==> src/rtl/bitrev_reorder_buf.sv <==
// Ping-pong reorder buffer: frames arrive in bit-reversed order and leave in natural order.
// Optional start-of-frame output odata_sof is enabled by defining BITREV_SOF_EN.
module bitrev_reorder_buf #(
  parameter int N     = 64,
  parameter int WIDTH = 16
) (
  input  logic             clock,
  input  logic             reset_n,
  input  logic             idata_en,
  input  logic [WIDTH-1:0] idata_r,
  input  logic [WIDTH-1:0] idata_i,
`ifdef BITREV_SOF_EN
  output logic             odata_sof,
`endif
  output logic             odata_en,
  output logic [WIDTH-1:0] odata_r,
  output logic [WIDTH-1:0] odata_i
);

  localparam int            NN   = $clog2(N);
  localparam logic [NN-1:0] LAST = NN'(N - 1);

  typedef enum logic {IDLE, DRAIN} state_t;

  logic [NN-1:0]      wr_count_reg, wr_count_next;
  logic [NN-1:0]      wr_addr;
  logic               wr_bank_reg, wr_bank_next;
  logic               frame_done;

  state_t             state_reg, state_next;
  logic [NN-1:0]      rd_count_reg, rd_count_next;
  logic               rd_bank_reg, rd_bank_next;
  logic               rd_en;
  logic [NN:0]        rd_addr;

  logic [2*WIDTH-1:0] mem [0:2*N-1];

  assign frame_done = idata_en && (wr_count_reg == LAST);

  generate
    for (genvar gi = 0; gi < NN; gi++) begin : g_bitrev
      assign wr_addr[gi] = wr_count_reg[NN-1-gi];
    end
  endgenerate

  // Counter wraps N-1 -> 0 on its own; dropping idata_en mid-frame discards the partial frame.
  always_comb begin
    wr_count_next = idata_en ? wr_count_reg + NN'(1) : '0;
    wr_bank_next  = wr_bank_reg ^ frame_done;
  end

  always_ff @(posedge clock) begin
    if (!reset_n) begin
      wr_count_reg <= '0;
      wr_bank_reg  <= 1'b0;
    end else begin
      wr_count_reg <= wr_count_next;
      wr_bank_reg  <= wr_bank_next;
    end
  end

  always_ff @(posedge clock) begin
    if (idata_en) begin
      mem[{wr_bank_reg, wr_addr}] <= {idata_r, idata_i};
    end
  end

  // A completing frame always (re)starts the drain, which also covers the gapless hand-over.
  always_comb begin
    state_next    = state_reg;
    rd_count_next = rd_count_reg;
    rd_bank_next  = rd_bank_reg;
    if (frame_done) begin
      state_next    = DRAIN;
      rd_bank_next  = wr_bank_reg;
      rd_count_next = '0;
    end else if (state_reg == DRAIN) begin
      rd_count_next = rd_count_reg + NN'(1);
      if (rd_count_reg == LAST) begin
        state_next = IDLE;
      end
    end
  end

  always_ff @(posedge clock) begin
    if (!reset_n) begin
      state_reg    <= IDLE;
      rd_count_reg <= '0;
      rd_bank_reg  <= 1'b0;
    end else begin
      state_reg    <= state_next;
      rd_count_reg <= rd_count_next;
      rd_bank_reg  <= rd_bank_next;
    end
  end

  assign rd_en   = (state_reg == DRAIN);
  assign rd_addr = {rd_bank_reg, rd_count_reg};

  // The memory read register doubles as the output register; data holds while idle.
  always_ff @(posedge clock) begin
    if (!reset_n) begin
      odata_en <= 1'b0;
      odata_r  <= '0;
      odata_i  <= '0;
    end else begin
      odata_en <= rd_en;
      if (rd_en) begin
        {odata_r, odata_i} <= mem[rd_addr];
      end
    end
  end

`ifdef BITREV_SOF_EN
  always_ff @(posedge clock) begin
    if (!reset_n) begin
      odata_sof <= 1'b0;
    end else begin
      odata_sof <= rd_en && (rd_count_reg == '0);
    end
  end
`endif

endmodule
==> config.mk <==
export PLATFORM = sky130hd
export DESIGN_NAME = bitrev_reorder_buf
export DESIGN_NICKNAME = d
export VERILOG_FILES = /design/src/rtl/bitrev_reorder_buf.sv
export SDC_FILE = /design/constraint.sdc
export NUM_CORES = 2
export LEC_CHECK = 0
export BUFFER_PORTS_ARGS = -buffer_cell sky130_fd_sc_hd__buf_2
export CAP_MARGIN = 25
export CORE_MARGIN = 1.5
export CORE_UTILIZATION = 35
export CTS_BUF_LIST = sky130_fd_sc_hd__clkbuf_8
export CTS_CLUSTER_DIAMETER = 50
export DETAILED_ROUTE_END_ITERATION = 10
export GPL_TIMING_DRIVEN = 0
export PLACE_DENSITY = 0.52
export SLEW_MARGIN = 40
export SYNTH_ARGS = -nofsm -noshare
export SYNTH_HDL_FRONTEND = slang
export SYNTH_SLANG_ARGS = --single-unit
==> constraint.sdc <==
create_clock -name clock -period 3.7 [get_ports clock]
set_input_delay 0.37 -clock clock [delete_from_list [all_inputs] [get_ports clock]]
set_output_delay 0.37 -clock clock [all_outputs]
set_load 0.005 [all_outputs]
### Word level (Yosys, flattened, before mapping)

Memories as Yosys holds them, arrays and structs flattened. A register that Yosys moved wholly into a read port is not among the register bits.
Cells that the tools add are included.

* equality and inequality tests: 2
* mux-type cells: 5
* bitwise gates (word level): 2
* $add $sub $neg: 2
* reduce and logical (&&, ||, !) cells: 4

Operators with widths (count)
* $add 6x1->6 const B: 2
* $eq 6x6->1 const B: 2
* $mux 1: 5
* $reduce_and 2->1: 1
* $reduce_or 2->1: 1
* $logic_and 1x1->1: 1
* $logic_not 1->1: 1
* $not 1->1: 1
* $xor 1x1->1: 1

* bits of input ports: 35
* memories: 1
* register bits after elaboration: 16
* output and inout port bits: 33
* logic and storage cells: 22
* RAM bits: 4096

Memories
* mem: depth 128, bits a word 32, rd ports 1, clocked after memory_dff 1, write ports 1, RTL line 36 `logic [2*WIDTH-1:0] mem [0:2*N-1];`

### Depth between registers and ports, before layout

* depth in word-level cells: 4
* gate-level depth with buffers: 12
* gate-level depth less buffers: 6

### Worst setup path after synthesis

No wires, ideal clock.

* path kind: register to register
* start: register wr_bank_reg
* end: memory mem[100][0] in the netlist's numbering, enable pin
* cell stages (with the launch flop): 5
* required time: 3.239 ns
* slack: -0.094 ns
* period minus slack after synthesis: 3.794 ns
* path buffers: 1
* setup time: 0.461 ns
* arrival time: 3.333 ns
* cells stage by stage: dfxtp_1 clkbuf_1 nor2b_1 nand3_1 nor3_1

RTL lines
* from (decl): RTL line 27 `logic wr_bank_reg, wr_bank_next;`
* from (signal assigned): RTL line 58 `wr_bank_reg <= wr_bank_next;`
* to (decl): RTL line 36

No word-level cell before the write port.

==> run_results.csv <==
group,metric,value,unit
global_route,grt_max_degree,97,
route,drtIter0Drc,16711,
pwr,combPwrFrac,1.7,%
placement,hpwl,498000,microns
pwr,p_sw_share,22.5,%
setup_path,cp_slowest_cell,"buf_4",
cells_and_area,drive_above_1_share,33.8,%
global_route,antenna_found_initial,70,
clocking,clockBufferDepth,4,
setup_path,max_stage_delay,0.51,ns
cells_and_area,largest_reg_flops,4096,
cells_and_area,regMostFlops,"mem",
pwr,p_seq_share,56.6,%
synth,synth_area_leader_cell,"edfxtp_1",
sta,worst_slew_pin_slew,0.972,ns
placement,placed_area,180000,sq um
sta,max_slew_margin,35.2,%
synth,netlist_instances,7216,
global_route,overflow,0,
cells_and_area,nets,8618,
pwr,ir_drop,374,uV
floorplan,start_util,35.1,%
sta,min_period,3.90,ns
sta,post-route-period-util,105,%
floorplan,die_width,676,microns
floorplan,dieArea,457000,sq um
floorplan,die_h,676,microns
clocking,clock_latency,1.34,ns
run,maxCapViolations,0,
setup_path,cpMostUsedCell,"buf_4",
sta,finClkSkew,0.105,ns
global_route,gr-usage-all-layers,29.5,%
pwr,p_sw,0.0205,W
cells_and_area,top_regs,"mem (4096), odata_i (16), odata_r (16)",
floorplan,ios,68,
pwr,power_density,468,nW/um^2
setup_path,crit_arrival,5.04,ns
route,ant_nets,0,
pwr,power_frac_clock,41.7,%
cells_and_area,syn2layout_area_growth,22.7,%
clocking,clock-sinks,4144,
synth,synth_nets,7253,
route,vias,92424,
synth,synth_edf_count,4096,
cells_and_area,fin_util,43.1,%
pwr,intPower,0.0707,W
pwr,power_leakage,60.7,nW
min_path,min_path_type,"input pin to flop",
cells_and_area,most-common-layout-cells,"edfxtp_1, mux4_2, clkbuf_8",
placement,place.gp.congestion,0.985,
sta,hold_viol,0,
synth,ys_async_sr_fraction,0,%
setup_path,end_kind,"flop",
route,wl_per_cell,45.6,microns
setup_path,path_class,"flop to flop",
route,vias_per_cell,6.11,
synth,ys_top_cells_by_area,"edfxtp_1, mux4_2, mux2i_1",
sta,fmax,256,MHz
synth,yosys_most_used_dff,"edfxtp_1",
synth,synth-warning-count,0,
clocking,ctsHtreeMaxLevel,6,
setup_path,cp_top_family,"buffers and inverters",
global_route,grt_pass1_wl,878000,microns
setup_path,crit_path_start_kind,"flop",
floorplan,core,452000,sq um
placement,portBuffers,66,
sta,rsz0062_at_grt,"true",
synth,syn_area_per_cell,22.0,sq um
global_route,grt_pass1_vias,87776,
setup_path,cp.required,4.84,ns
setup_path,critPathBufInv,5,
setup_path,crit_fanout,10,
route,drt_first_pass_iters,6,
floorplan,num_rows,247,
sta,setup-violations-final,30,
clocking,tritoncts,"yes",
clocking,cts_inserted_buffers,684,
sta,tns,-3.20,ns
synth,synth-seq-cells,4144,
cells_and_area,design_area,195000,sq um
sta,slew_viol_final,0,
run_status,violations,"negative setup slack",
clocking,cts_root_buffer,"clkbuf_8",
synth,ys_seq_area_share,78.1,%
synth,synthDistinctLibCells,67,
placement,dpl_worst_slack,-1.52,ns
synth,synth_top_area_share,77.5,%
clocking,path_clk_slew,0.06,ns
run_status,status,"complete, but fails checks",
route,detail_route.wirelength,690000,microns
synth,netlist_area,159000,sq um
pwr,total_power,0.0912,W
setup_path,cp_cell_sequence,"buf_4 -> buf_4 -> buf_4 -> buf_4 -> mux2i_1 -> a22oi_1 -> a21oi_1 -> a221oi_1 -> buf_2 -> nor3_1 -> o31ai_1",
cells_and_area,mostFrequentLayoutCell,"edfxtp_1",
sta,finalWorstSetupSlack,-0.201,ns
route,drcViolationCount,0,
[per-stage QoR]
| step | std cells | hold slack (ns) |
|---|---|---|
| 6_report | 15138 | 0.0485 |
| 5_1_grt | 15111 | 0.0720 |
| 4_1_cts | 15098 | 0.0116 |
| 3_5_place_dp | 13833 | 0.552 |
| 3_3_place_gp | 13258 | 0.564 |
| 2_1_floorplan | 7216 | 0.442 |
[final cells by class]
class / instances / area [sq um]
Sequential cell: 4144 / 124000
Timing Repair Buffer: 683 / 12500
Buffer: 410 / 3430
Clock buffer: 721 / 9920
Tap cell: 5976 / 7480
Fill cell: 38731 / 257000
Multi-Input combinational cell: 2652 / 34700
Antenna cell: 39 / 97.6
Inverter: 6 / 22.5
Clock inverter: 507 / 2590
[repair_timing]
| item | 4_1_cts | 5_1_grt |
|---|---|---|
| hold buffers | 34 | 0 |
| setup endpoints to repair | 47 | 39 |
| gates resized for setup | 339 | 77 |
| hold endpoints to repair | 4015 | 0 |
| pin swaps | 12 | 14 |
| setup buffers | 5 | 3 |
[logic make-up (layout without fill, tap and decap cells)]
group                    count (synthesis)  in the layout  synth area share (%)
AO/OA/AOI/OAI                          740            740                  3.20
flip-flops                            4144           4144                  78.1
adder cells (fa/ha/maj)                  2              2                0.0158
AND/OR/NAND/NOR                        470            470                  1.31
XOR/XNOR                                 9              9                0.0497
other                                    0             39                     0
multiplexers                          1431           1431                  15.8
buffers and inverters                  420           2327                  1.52
[worst paths after layout]
check / slack [ns] / endpoint / start / cells after the start
min reg2reg: 0.61 / odata_r[14]$_SDFFE_PN0P_ / odata_r[14]$_SDFFE_PN0P_ / 2
max reg2reg: -0.20 / odata_i[6]$_SDFFE_PN0P_ / rd_count_reg[1]$_SDFFE_PP0P_ / 11
max: -0.20 / odata_i[6]$_SDFFE_PN0P_ / rd_count_reg[1]$_SDFFE_PP0P_ / 11
min: 0.05 / mem[12][27]$_DFFE_PP_ / idata_r[11] / 2
[power groups by stage]
stage / clock, W / combinational (W) / sequential (W)
finish: 0.0380 / 0.00155 / 0.0516
global route: 0.0401 / 0.00155 / 0.0516
CTS: 0.0382 / 0.00148 / 0.0516
detailed placement: 0 / 0.00143 / 0.0526
floorplan: 0 / 0.000114 / 0.0526
global placement: 0 / 0.00112 / 0.0527
[per-layer routing]
layer / GRT usage [%] / vias to the layer above / routed length (microns)
met5: 0.677 / - / 556
met4: 20.0 / 20 / 56500
met3: 10.7 / 1707 / 94400
met2: 43.1 / 7620 / 297000
met1: 36.6 / 49512 / 242000
li1: - / 33565 / -
[cells in the mapped netlist, drive strengths merged (19+ instances only)]
cell type and n:
o21ai 124, a211oi 43, mux4 853, nand3b 20, o22ai 38, mux2 34
edfxtp 4096, nor3 25, a221oi 59, dfxtp 48, clkbuf 131, nand3 37
buf 283, nor2 180, a21oi 147, nand2 149, a22o 28, nor2b 19
o221ai 68, mux2i 544, a22oi 109, o31ai 21, a31oi 36
Power figures use the tool's default switching activity.
